==> src/rtl/pc_fetch_unit.sv <==
// pc_fetch_unit: F-stage fetch PC owner.
// Holds the fetch PC and selects the next PC from the sequential, branch,
// jump, register-jump, exception and ERET sources. It issues a valid/ready
// request to instruction memory. A control redirect that arrives while the
// current fetch cannot fire is buffered until that fetch (the delay slot)
// is accepted. A misaligned or out-of-window fetch PC is flagged as AdEL,
// and no request is issued for it.
module pc_fetch_unit #(
    parameter int              WIDTH    = 32,
    parameter logic [WIDTH-1:0] RESET_PC = 32'h0000_3000,
    parameter logic [WIDTH-1:0] EXC_BASE = 32'h0000_4180,
    parameter logic [WIDTH-1:0] IMEM_LO  = 32'h0000_3000,
    parameter logic [WIDTH-1:0] IMEM_HI  = 32'h0000_6FFC
) (
    input  logic             clk,
    input  logic             rst_n,
    input  logic             stall,
    input  logic [2:0]       npc_op,
    input  logic [WIDTH-1:0] pc_d,
    input  logic [WIDTH-1:0] ext_imm,
    input  logic [25:0]      imm26,
    input  logic [WIDTH-1:0] rs_val,
    input  logic             req,
    input  logic [WIDTH-1:0] epc,
    input  logic             if_ready,
    output logic             if_valid,
    output logic [WIDTH-1:0] pc,
    output logic [WIDTH-1:0] pc8,
    output logic             if_adel,
    output logic             pend_valid
);

    localparam logic [2:0] OP_SEQ  = 3'b000;
    localparam logic [2:0] OP_BR   = 3'b001;
    localparam logic [2:0] OP_J    = 3'b010;
    localparam logic [2:0] OP_JR   = 3'b011;
    localparam logic [2:0] OP_ERET = 3'b100;

    localparam logic [WIDTH-1:0] PC_STEP  = WIDTH'(32'd4);
    localparam logic [WIDTH-1:0] LINK_OFS = WIDTH'(32'd8);
    localparam logic [WIDTH-1:0] ZERO_W   = WIDTH'(32'd0);

    logic [WIDTH-1:0] pc_r;
    logic             valid_r;
    logic             pend_valid_r;
    logic [WIDTH-1:0] pend_tgt_r;

    logic             is_eret_s;
    logic             is_redir_s;
    logic             adel_s;
    logic             fire_s;
    logic [WIDTH-1:0] target_s;
    logic [WIDTH-1:0] pc_nxt_s;
    logic             pend_valid_nxt_s;
    logic [WIDTH-1:0] pend_tgt_nxt_s;

    assign pc         = pc_r;
    assign pend_valid = pend_valid_r;
    assign if_adel    = adel_s;
    assign pc8        = pc_d + LINK_OFS;

    assign is_eret_s = (npc_op == OP_ERET);
    assign adel_s    = (pc_r[1:0] != 2'b00) | (pc_r < IMEM_LO) | (pc_r > IMEM_HI);
    // An exception or an ERET withdraws the request immediately, because
    // pc_r is about to be overwritten without the current fetch completing.
    assign if_valid  = valid_r & ~stall & ~adel_s & ~req & ~is_eret_s;
    assign fire_s    = if_valid & if_ready;

    // Decode the control-transfer op and compute its target address.
    always_comb begin
        is_redir_s = 1'b0;
        target_s   = ZERO_W;
        case (npc_op)
            OP_BR: begin
                is_redir_s = 1'b1;
                target_s   = pc_d + PC_STEP + (ext_imm << 2);
            end
            OP_J: begin
                is_redir_s = 1'b1;
                target_s   = {pc_d[WIDTH-1:28], imm26, 2'b00};
            end
            OP_JR: begin
                is_redir_s = 1'b1;
                target_s   = rs_val;
            end
            OP_SEQ: begin
                is_redir_s = 1'b0;
                target_s   = ZERO_W;
            end
            default: begin
                is_redir_s = 1'b0;
                target_s   = ZERO_W;
            end
        endcase
    end

    // Apply the priority list to get the next PC and the next pending-redirect state.
    always_comb begin
        pc_nxt_s         = pc_r;
        pend_valid_nxt_s = pend_valid_r;
        pend_tgt_nxt_s   = pend_tgt_r;
        if (req) begin
            pc_nxt_s         = EXC_BASE;
            pend_valid_nxt_s = 1'b0;
        end else if (is_eret_s) begin
            pc_nxt_s         = epc;
            pend_valid_nxt_s = 1'b0;
        end else if (fire_s && pend_valid_r) begin
            // The branch owning the buffered target is still held in D, so
            // its op is still visible this cycle. It must not be applied twice.
            pc_nxt_s         = pend_tgt_r;
            pend_valid_nxt_s = 1'b0;
        end else if (fire_s && is_redir_s) begin
            pc_nxt_s = target_s;
        end else if (fire_s) begin
            pc_nxt_s = pc_r + PC_STEP;
        end else if (is_redir_s) begin
            // The delay slot has not been fetched yet, so keep the target until it fires.
            pend_valid_nxt_s = 1'b1;
            pend_tgt_nxt_s   = target_s;
        end else begin
            pc_nxt_s         = pc_r;
            pend_valid_nxt_s = pend_valid_r;
            pend_tgt_nxt_s   = pend_tgt_r;
        end
    end

    // Fetch PC, request-enable and pending-redirect state registers.
    always_ff @(posedge clk or negedge rst_n) begin
        if (!rst_n) begin
            pc_r         <= RESET_PC;
            valid_r      <= 1'b0;
            pend_valid_r <= 1'b0;
            pend_tgt_r   <= ZERO_W;
        end else begin
            pc_r         <= pc_nxt_s;
            valid_r      <= 1'b1;
            pend_valid_r <= pend_valid_nxt_s;
            pend_tgt_r   <= pend_tgt_nxt_s;
        end
    end

endmodule

==> config.mk <==
export PLATFORM = sky130hd
export DESIGN_NAME = pc_fetch_unit
export DESIGN_NICKNAME = d
export VERILOG_FILES = /design/src/rtl/pc_fetch_unit.sv
export SDC_FILE = /design/constraint.sdc
export NUM_CORES = 1
export LEC_CHECK = 0
export ABC_AREA = 1
export CELL_PAD_IN_SITES_DETAIL_PLACEMENT = 1
export CELL_PAD_IN_SITES_GLOBAL_PLACEMENT = 1
export CORE_MARGIN = 8
export CORE_UTILIZATION = 30
export CTS_CLUSTER_SIZE = 30
export DETAILED_ROUTE_END_ITERATION = 10
export PLACE_DENSITY = 0.8
export RECOVER_POWER = 100
export REMOVE_ABC_BUFFERS = 1
export SYNTH_ARGS = -nofsm -noshare
export SYNTH_HDL_FRONTEND = slang
export SYNTH_SLANG_ARGS = --single-unit
==> constraint.sdc <==
create_clock -name clk -period 2 [get_ports clk]
set_clock_uncertainty 0.15 [all_clocks]
set_input_delay 0.2 -clock clk [delete_from_list [all_inputs] [get_ports clk]]
set_output_delay 0.2 -clock clk [all_outputs]
set_load 0.03 [all_outputs]
# --- Yosys cells after proc, flatten, opt, wreduce, memory -nomap -nowiden ---
# Index checks and enable logic that the tools add are counted.
# W data, S select, Z words.
totals:
  regBits: 66
  inputBits: 162
  out_inout_bits: 67
  elab_cells: 51
classes:
  addsub: 4
  magnitude_cmp: 2
  n_eq_ne: 6
  n_mux: 13
  bitwise_logic: 14
  reduce_logical: 8
ops:
  columns: ["op", "count"]
  rows:
  - ["$mux W32", 5]
  - ["$pmux W32 S3", 1]
  - ["$add A32 B3 Y32 const B", 2]
  - ["$add A32 B32 Y32", 1]
  - ["$add A32 B4 Y32 const B", 1]
  - ["$gt A32 B15 Y1 const B", 1]
  - ["$lt A32 B14 Y1 const B", 1]
  - ["$mux W1", 7]
  - ["$not A1 Y1", 7]
  - ["$eq A3 B2 Y1 const B", 2]
  - ["$reduce_and A6 Y1", 1]
  - ["$and A1 B1 Y1", 5]
  - ["$reduce_bool A5 Y1", 1]
  - ["$ne A4 B3 Y1 const B", 1]
  - ["$ne A4 B4 Y1 const B", 1]
  - ["$reduce_bool A4 Y1", 1]
  - ["$eq A3 B1 Y1 const B", 1]
  - ["$eq A3 B3 Y1 const B", 1]
  - ["$reduce_and A3 Y1", 1]
  - ["$reduce_or A3 Y1", 1]
  - ["$logic_and A1 B1 Y1", 2]
  - ["$or A1 B1 Y1", 2]
  - ["$reduce_bool A2 Y1", 1]

# --- Logic depth before layout (Yosys ltp) ---
depth:
  ltp_word: 13
  depth_mapped: 20
  ltp_nobuf: 20

# --- Worst setup path before layout ---
# No wires, ideal clock.
synth_path:
  kind: "input -> register"
  start: "in pc_d[3]"
  end: "reg pc_r[27] (netlist: pc[27])"
  setup_time_ns: 0.117
  t_arrival_ns: 1.989
  required_ns: 1.733
  setup_slack_ns: -0.256
  stages: 18
  path_buffers: 0
  cell_sequence: "ha_1 -> ha_1 -> inv_1 -> fa_1 -> inv_1 -> nand3_1 -> nand3_1 -> nand2_1 -> nand2_1 -> nand2_1 -> nand3_1 -> nand2_1 -> nand3_1 -> nand2_1 -> nand2_1 -> nand2_1 -> nand2_1 -> nand2_1"
synth_between:
  elab_chain_cells: 7
synth_lines:
  columns: ["element", "line_no", "rtl"]
  rows:
  - ["start, declared", "19", "input logic [WIDTH-1:0] pc_d,"]
  - ["$add A32 B3 Y32", "76", "target_s = pc_d + PC_STEP + (ext_imm << 2);"]
  - ["$add A32 B32 Y32", "76", null]
  - ["$pmux W32 S3", "73", "case (npc_op)"]
  - ["$mux W32", "113", "end else if (fire_s && is_redir_s) begin"]
  - ["$mux W32", "108", "end else if (fire_s && pend_valid_r) begin"]
  - ["$mux W32", "105", "end else if (is_eret_s) begin"]
  - ["$mux W32", "102", "if (req) begin"]
  - ["end signal, assigned", "136", "pc_r <= pc_nxt_s;"]
  - ["end, declared", "43", "logic [WIDTH-1:0] pc_r;"]
# Every way passes these cells.
# A chain may end at the register's enable or synchronous reset.

# --- Worst setup path after layout ---
layout_path:
  start: "reg pc_r[16] (netlist: pc[16])"
  end: "reg pc_r[12] (netlist: pc[12])"
layout_between:
  elab_chain_cells: 13
  word_cells_on_any_way: 16
  cone_classes: "order compare: 2; mux: 4; bitwise: 7; reduce/logical: 3"
layout_lines:
  columns: ["element", "line_no", "rtl"]
  rows:
  - ["$lt A32 B14 Y1", "63", "assign adel_s = (pc_r[1:0] != 2'b00) | (pc_r < IMEM_LO) | (pc_r > IMEM_HI);"]
  - ["$or A1 B1 Y1", "63", null]
  - ["$or A1 B1 Y1 *", "63", null]
  - ["$not A1 Y1 *", "66", "assign if_valid = valid_r & ~stall & ~adel_s & ~req & ~is_eret_s;"]
  - ["$and A1 B1 Y1 * (3 in a row)", "66", null]
  - ["$and A1 B1 Y1 *", "67", "assign fire_s = if_valid & if_ready;"]
  - ["$logic_and A1 B1 Y1", "113", null]
  - ["$mux W32", "113", null]
  - ["$mux W32", "108", null]
  - ["$mux W32", "105", null]
  - ["$mux W32", "102", null]
# Every way passes the cells marked *; elsewhere a longest branch is shown, timed or not.

==> flow_metrics.py <==
metrics = {
    "sta": {
        "rsz0062_at_grt": "yes",
        "timing.final.crit_share": 1.45,
        "fin_setup_tns_ns": -39.55,
        "layout_setup_ws_ns": -0.906,
        "setup_viol": 87,
        "report.final.slew_viol_count": 0,
        "maxSlewHeadroom": 0.119,
        "fin_crit_ns": 2.91,
        "tightest_slew_ns": 1.32,
        "clock.fmax_mhz": 344,
        "hold_viol_final": 0,
    },
    "worst_setup_path": {
        "crit_top_cell": "nand2_1",
        "path_max_fanout": 5,
        "startpoint_type": "flop",
        "arrival_ns": 2.98,
        "ff2ff_path_depth": 15,
        "path_cells": "nor2_2 > nand3_1 > nor2_2 > nand2_2 > nor2_4 > buf_6 > nand3_4 > nor2_4 > nand2_4 > clkinv_4 > nand3_2 > nand2_1 > nand2_1 > nand2_1 > nand2_1",
        "r2r_setup_slack_ns": -0.91,
        "cp_slowest_cell": "dfrtp_1",
        "worstSetupEndpointType": "flop",
        "r2r-start": "pc[16]",
        "cpPeakStageDelay_ns": 0.40,
        "required_ns": 2.08,
        "crit_type": "reg2reg",
        "r2r_end": "pc[12]",
    },
    "worst_hold_path": {
        "hold_class": "reg2reg",
        "holdPathStages": 2,
        "min_to": "pend_tgt_r[1]",
        "min-delay-start": "pend_tgt_r[1]",
    },
    "clock_tree": {
        "cts_made_buffers": 9,
        "cts_buffer_depth": 2,
        "h-tree-depth": 3,
        "clk_pin_slew_worst_paths_ns": 0.06,
        "tritoncts": "built",
        "cts_root_buf": "clkbuf_16",
        "clock_sinks": 66,
        "clk_latency_ns": 0.36,
    },
    "synth": {
        "synth.most_common_cell": "nand2_1",
        "synth_cells": 1288,
        "synthTopCellsByCount": "nand2_1 (446), inv_1 (156), nor2_1 (141)",
        "synth_top_cell_by_area": "nand2_1",
        "synth-seq-cells": 66,
        "synth.distinct_cells": 47,
        "syn_area_mm2": 0.00778,
        "synth_edf_count": 0,
        "yosys_warnings": 0,
        "ys_seq_area_frac": 0.213,
        "syn_area_per_cell_um2": 6.04,
        "async_flop_share": 1.00,
        "synthFlopType": "dfrtp_1",
        "synth_area_leaders": "nand2_1 (22%), dfrtp_1 (21%), ha_1 (9.5%)",
        "yosys.area.top_type_share": 0.215,
    },
    "die": {
        "io_pins": 229,
        "core_mm2": 0.0258,
        "die_w_um": 177,
        "row_count": 59,
        "dieArea_mm2": 0.0314,
        "start_util": 0.302,
        "die_y_um": 177,
    },
    "routing": {
        "firstDrtPassIters": 6,
        "vias": 13543,
        "wl_um": 70800,
        "drt_iter0_markers": 1607,
        "viasPerCell": 6.26,
        "route.detailed.drc": 0,
        "detail_route.wl_per_cell_um": 32.7,
        "ant_nets": 0,
    },
    "placement": {
        "dp_hpwl_um": 31600,
        "port_buffers": 226,
        "place_area_mm2": 0.0123,
        "place_congestion": 0.906,
    },
    "cells_and_area": {
        "multi_input_area_mm2": 0.00804,
        "final_area_mm2": 0.0163,
        "layout-drive-gt1-share": 0.480,
        "nNetsFinal": 2042,
        "area_growth_pct": 110,
        "seq_area_mm2": 0.00166,
        "utilization": 0.634,
        "n_fill_cell": 3028,
    },
    "global_routing": {
        "grt_pass1_wl_um": 85400,
        "grt_pass1_vias": 14187,
        "grt-ovfl-total": 0,
        "groute.usage.overall": 0.356,
        "grt_start_max_net_pins": 28,
        "grt_antenna_before_repair": 7,
    },
    "run": {
        "maxCapViolCount": 0,
    },
    "pwr": {
        "vdd_ir_drop_max_uv": 423,
        "power_density_mw_per_mm2": 508,
        "total_power_w": 0.00830,
        "power.leakage_nw": 7.97,
    },
    "status": {
        "status": "finished, violations left",
        "violations": "negative setup slack",
    },
}
report_power, final:
group          total (W)  switching, W  internal, W  leakage (nW)
clock            0.00185      0.000745      0.00111         0.156
combinational    0.00479       0.00282      0.00197          6.95
sequential       0.00165      0.000164      0.00149         0.861
total            0.00830       0.00373      0.00456          7.97
state kept, by name (all words and copies together) (netlist names):
register and flops:
pc 32, pend_tgt_r 32, pend_valid 1, valid_r 1
per-stage QoR:
| step | hold WS (ns) | std cells | setup slack, ns |
|---|---|---|---|
| CTS | 0.256 | 2141 | -0.284 |
| floorplan | -0.246 | 1253 | -0.632 |
| global route | 0.382 | 2163 | -0.955 |
| detailed placement | 0.0776 | 2064 | -1.15 |
| finish | 0.358 | 2164 | -0.906 |
| global placement | 0.0902 | 2064 | -0.974 |
critical path, delay by kind of cell, from the launching register on:
kind	cells	cell delay (ns)
AND/OR/NAND/NOR	13	1.95
flip-flops	1	0.40
buffers and inverters	2	0.26
cell type report:
class	count	area share
repair buffers	553	0.323
well taps	335	0.0257
clock buffers	15	0.0176
diodes	4	0.000613
repair inverters	1	0.000536
multi-input cells	1030	0.492
inverters	159	0.0378
clock inverters	1	0.00184
flip-flops and latches	66	0.101
cell usage in the layout, fill, tap and decap left out, drive strengths merged, types with 3 or more instances in the layout:
cell type / count
dlygate4sd2: 38
xor2: 29
diode: 4
or2: 12
nand3: 95
buf: 358
nand4: 23
clkbuf: 38
xnor2: 21
o21bai: 4
a21oi: 52
inv: 158
and2: 7
nor3: 26
clkdlybuf4s50: 125
nand2: 449
a22oi: 28
a221oi: 3
clkdlybuf4s15: 5
ha: 59
o21ai: 55
dfrtp: 64
nor2: 150
a21o: 4
dlygate4sd3: 4
cell families after synthesis:
logic type | Yosys count | synth area share
buffers and inverters | 194 | 0.101
other | 1 | 0.000482
adders and majority gates | 60 | 0.0974
xor gates and xnor gates | 50 | 0.0563
AOI/OAI and AO/OA | 150 | 0.113
DFF | 66 | 0.213
and+or+nand+nor | 767 | 0.419
what timing repair did:
item | 4_1_cts | 5_1_grt
hold buffers | 1 | 0
pin swaps | 144 | 81
buffers inserted | 51 | 23
gates cloned | 12 | 3
resized for setup | 622 | 230
setup endpoints to repair | 89 | 87
endpoints found under the hold margin | 14 | 0
routing by layer:
metal / part of all wire / track usage / vias up
met2: 0.45 / 0.603 / 1285
met3: 0.12 / 0.107 / 574
met4: 0.10 / 0.254 / 8
met1: 0.33 / 0.373 / 6459
met5: 0.0014 / 0 / -
li1: - / - / 5217
how the worst max path moves through the flow:
stage	start	cells after the start	end	slack, ns
floorplan	npc_op[0]	9	pend_tgt_r[12]	-0.63
global placement	pc_d[2]	19	pc[15]	-0.97
detailed placement	pc_d[2]	19	pc[17]	-1.15
CTS	pc_d[3]	13	pc8[31]	-0.28
global route	ext_imm[17]	16	pc[22]	-0.96
finish	pc[16]	15	pc[12]	-0.91
No activity file was read; power rests on OpenSTA's default activity.
